`config.mk`:
```
export PLATFORM = sky130hd
export DESIGN_NAME = busca_binaria_sar
export DESIGN_NICKNAME = d
export VERILOG_FILES = /design/src/rtl/busca_binaria_sar.sv
export SDC_FILE = /design/constraint.sdc
export NUM_CORES = 1
export LEC_CHECK = 0
export CAP_MARGIN = 20
export CORE_MARGIN = 2
export CORE_UTILIZATION = 48
export DETAILED_ROUTE_END_ITERATION = 8
export GPL_TIMING_DRIVEN = 0
export PLACE_DENSITY = 0.77
export SLEW_MARGIN = 5
export SYNTH_ARGS = -nofsm -noshare
export SYNTH_HDL_FRONTEND = slang
export SYNTH_SLANG_ARGS = --single-unit
```
`constraint.sdc`:
```
create_clock -name clk -period 2.19 [get_ports clk]
set_input_delay 0.3285 -clock clk [delete_from_list [all_inputs] [get_ports clk]]
set_output_delay 0.3285 -clock clk [all_outputs]
set_load 0.02 [all_outputs]
```
`src/rtl/busca_binaria_sar.sv`:
```
// Successive-approximation search controller driving a magnitude comparator.
// Optional comparator one-hot consistency check enabled by defining BUSCA_CHECK_EN.
module busca_binaria_sar #(
    parameter int WIDTH = 4
) (
    input  logic                     clk,
    input  logic                     rst_n,
    input  logic                     start,
    output logic [WIDTH-1:0]         cand,
    input  logic                     aeqb,
    input  logic                     agtb,
    input  logic                     altb,
    output logic                     busy,
    output logic                     done,
    output logic [WIDTH-1:0]         result,
    output logic [$clog2(WIDTH):0]   steps,
    output logic                     err
);

    localparam int IW = $clog2(WIDTH);
    localparam int SW = IW + 1;

    typedef enum logic [1:0] {S_IDLE, S_TEST, S_DONE} state_t;

    state_t            state_reg, state_next;
    logic [WIDTH-1:0]  cand_reg, cand_next;
    logic [WIDTH-1:0]  result_reg, result_next;
    logic [SW-1:0]     steps_reg, steps_next;
    logic [IW-1:0]     idx_reg, idx_next;
    logic              err_reg, err_next;

    logic [WIDTH-1:0]  trial_c;
    logic [WIDTH-1:0]  next_bit;
    logic              abort;

    // Per-bit trial decision: only the bit under test may be cleared, and the
    // next lower bit becomes the following trial bit.
    genvar gi;
    generate
        for (gi = 0; gi < WIDTH; gi++) begin : g_bits
            assign trial_c[gi]  = (32'(idx_reg) == 32'(gi)) ? (cand_reg[gi] & ~agtb) : cand_reg[gi];
            assign next_bit[gi] = (32'(idx_reg) == 32'(gi + 1));
        end
    endgenerate

`ifdef BUSCA_CHECK_EN
    assign abort = ~$onehot({aeqb, agtb, altb});
`else
    // Without the check, altb carries no extra information: anything not aeqb/agtb keeps the bit.
    logic unused_altb;
    assign unused_altb = altb;
    assign abort = 1'b0;
`endif

    always_ff @(posedge clk or negedge rst_n) begin
        if (!rst_n) begin
            state_reg  <= S_IDLE;
            cand_reg   <= '0;
            result_reg <= '0;
            steps_reg  <= '0;
            idx_reg    <= IW'(WIDTH - 1);
            err_reg    <= 1'b0;
        end else begin
            state_reg  <= state_next;
            cand_reg   <= cand_next;
            result_reg <= result_next;
            steps_reg  <= steps_next;
            idx_reg    <= idx_next;
            err_reg    <= err_next;
        end
    end

    always_comb begin
        state_next  = state_reg;
        cand_next   = cand_reg;
        result_next = result_reg;
        steps_next  = steps_reg;
        idx_next    = idx_reg;
        err_next    = err_reg;
        case (state_reg)
            S_IDLE: begin
                cand_next = '0;
                if (start) begin
                    cand_next  = {1'b1, {(WIDTH-1){1'b0}}};
                    idx_next   = IW'(WIDTH - 1);
                    steps_next = '0;
                    err_next   = 1'b0;
                    state_next = S_TEST;
                end
            end
            S_TEST: begin
                steps_next = steps_reg + SW'(1);
                if (abort) begin
                    err_next    = 1'b1;
                    result_next = '0;
                    state_next  = S_DONE;
                end else if (aeqb) begin
                    result_next = cand_reg;
                    state_next  = S_DONE;
                end else if (idx_reg == '0) begin
                    result_next = trial_c;
                    state_next  = S_DONE;
                end else begin
                    cand_next = trial_c | next_bit;
                    idx_next  = idx_reg - IW'(1);
                end
            end
            S_DONE: begin
                cand_next  = '0;
                state_next = S_IDLE;
            end
            default: state_next = S_IDLE;
        endcase
    end

    assign cand   = cand_reg;
    assign result = result_reg;
    assign steps  = steps_reg;
    assign err    = err_reg;
    assign busy   = (state_reg == S_TEST);
    assign done   = (state_reg == S_DONE);

endmodule

```
==> results.md, run 1 <==
* Reg2Reg Setup Slack at between 0.3 and 0.4 ns
* Post-synth top flop: dfrtp_1
* Final hold vios at 0
* Most frequent cells in the layout: clkdlybuf4s50_1, dfrtp_1, o21ai_0, nand2_1, ha_1
* Pre-Repair DR Iteration Count at 4
* Post-route DRC at 0
* Maximum root-to-sink buffer count at 2
* DR iter-0 viols at 11
* Multi-input gate area at between 400 and 500 um^2
* Core area at approximately 1700 um^2
* PwrDens at about 1200 nW/um^2
* Ys async rst share at between 90% and 100%
* Skew final at about 0.0016 ns
* Synth cell types at 31
* Post CTS Setup Buffer Count at 0
* First-pass GRT wire length at ~2800 um
* Critical Path Start Type: flop
* HP Class: in2async
* TNS Setup at 0 ns
* Cell breakdown of the critical path: inv_1 -> ha_1 -> clkdlybuf4s50_1
* Post-DP HPWL at around 1300 um
* Worst slew pin tran at between 0.6 and 0.7 ns
* Post-Synthesis Cells at a little over 90
* DIE AREA at ~2200 um^2
* Routed wire length at roughly 1700 um
* Antenna Nets Post-Route at 0
* Vias in the first global route at 680
* Leak pwr at between 0.5 and 0.6 nW
* Dpl cells at 134
* Synth Cell Area at approximately 900 um^2
* Global Route Usage Sum at a little under a fifth
* CTS Buf Count at 3
* Total grt overflow at 0
* N_diodes at 0
* Row count at 15
* Slowest stage cell, crit path: clkdlybuf4s50_1
* Yosys reg bits at 15
* Syn_area_per_cell at a little under 10 um^2
* Layout area overhead at 25.7%
* Number of gates resized after cts at 0
* Clk slew on worst S/H paths at approximately 0.090 ns
* Antenna violations before repair at 0
* Cts hold-fix bufs at 0
* Fmax achieved at a little over 0.5 GHz
* Max_cap viols at 0
* Status: finished, final reports clean
* Vias/cell at around 5.3
* Worst-case reg-to-reg path depth at 5
* Post-layout min period at 1.98 ns
* CP max FO at 4
* GPL Wtd Cong at around 0.76
* Cell family with most CP delay: buffers and inverters
* Die Span X at ~47 um
* Critical Path Max Stage Delay at 0.63 ns
* Nets at between 100 and 150
* Worst Setup End Kind: output pin
* Slew Viols, Final at 0
* Arrival time at the worst endpoint at between 1.5 and 2 ns
* H-Tree Depth at 1
* Root Buffer Master: clkbuf_4
* Cell depth of the worst setup path at 3
* Sink Count at 15
* CP required at about 1.9 ns
* Number of synthesis warnings at 0
* Worst Slack Setup Final at between 0.2 and 0.25 ns
* Largest net degree at the start of global routing at 16
* Syn nets at 108
* Total Power at 1.31 mW
* Layout cell share with drive strength beyond 1 at a little over 7%
* WP buf/inv at 2
* Count of input and output buffers at 17
* Clock latency on the worst-skew pair at roughly 0.28 ns
* Peak VDD IR at 0.000830 V
* Initial Utilization at around 50%
* Crit Path Class: reg2out
* Seq/Total Area, Yosys at 42.7%
* Sequential cell area at approximately 380 um^2
* Die Ht at ~47 um
* Dpl ws at a little under 0.4 ns
* Tcrit/Tclk final at about nine tenths
* Post-Layout Cell Count at 138
* Post-synth EDFFs at 0
* RSZ-0062 raised after global routing: no
* Rel. slew slack at a little over half
* TritonCTS clock tree: yes
* # setup viols final at 0
* Routed len/inst at about 12 um
* Filler Cells Inserted at 155
* Via count at 737
* Num ports at 20
* Commonest non-fill, non-tap cell in the layout: clkdlybuf4s50_1
[cells by family after synthesis]
| family | after synthesis | synth area share, % |
|---|---|---|
| buf+inv | 11 | 5.23 |
| fa+ha+maj | 10 | 14.1 |
| compound gates | 25 | 17.9 |
| simple gates | 28 | 17.2 |
| other cells | 1 | 0.423 |
| flops | 15 | 42.7 |
| mux | 2 | 2.40 |
[synth_stat cells (all sizes together) (2+ instances only)]
cell type | instances | area, um^2
a21oi | 3 | 15.0
buf | 2 | 12.5
dfrtp | 13 | 325
dfstp | 2 | 52.6
ha | 10 | 125
inv | 9 | 33.8
nand2 | 10 | 37.5
nand2b | 3 | 18.8
nand3 | 2 | 10.0
nand4b | 2 | 17.5
nor2 | 3 | 11.3
nor2b | 3 | 18.8
nor3b | 2 | 20.0
o2111ai | 2 | 17.5
o21ai | 13 | 65.1
[power breakdown]
part	switching (mW)	leakage (nW)	internal, mW
clock	0.0866	0.0150	0.0707
combinational	0.394	0.305	0.316
sequential	0.0705	0.195	0.374
[per-stage QoR]
step                      hold slack (ns)  util (%)  area, um^2
after floorplan                    0.0329         -         886
after global placement              0.462      63.0        1090
after detailed placement            0.469      63.0        1090
after CTS                           0.461      64.5        1110
after global routing                0.477      64.5        1110
final                               0.456      64.5        1110
[worst paths after layout]
kind	from	endpoint
setup reg to reg	idx_reg[0]	state_reg[1]
hold reg to reg	result[1]	result[1]
min in group clk	result[1]	result[1]
setup / recovery	state_reg[1]	busy
hold / removal	rst_n	result[2]
max in group asynchronous	rst_n	steps[2]
[routing by layer]
metal | GRT usage [%] | up-vias | part of all wire (%) | routed length, um
li1 | - | 360 | - | -
met1 | 21.0 | 341 | 44 | 753
met2 | 29.3 | 30 | 47 | 813
met3 | 4.62 | 6 | 5.4 | 93
met4 | 15.0 | 0 | 3.1 | 53
met5 | 0 | - | 0 | 0
[cell type report]
class	count	area share, %
Timing Repair Buffer	17	15.3
Buffer	2	1.12
Inverter	9	3.03
Multi-Input combinational cell	66	41.5
Clock buffer	4	2.36
Sequential cell	15	33.9
Tap cell	25	2.81
Note: power is estimated with default switching activity, not from simulation.
==> run 2, diff against run 1 <==
ABC_CLOCK_PERIOD_IN_PS = 2190   (was not set)
==> results of run 2 <==
Final layout, timing and power as in run 1 (identical DEF).
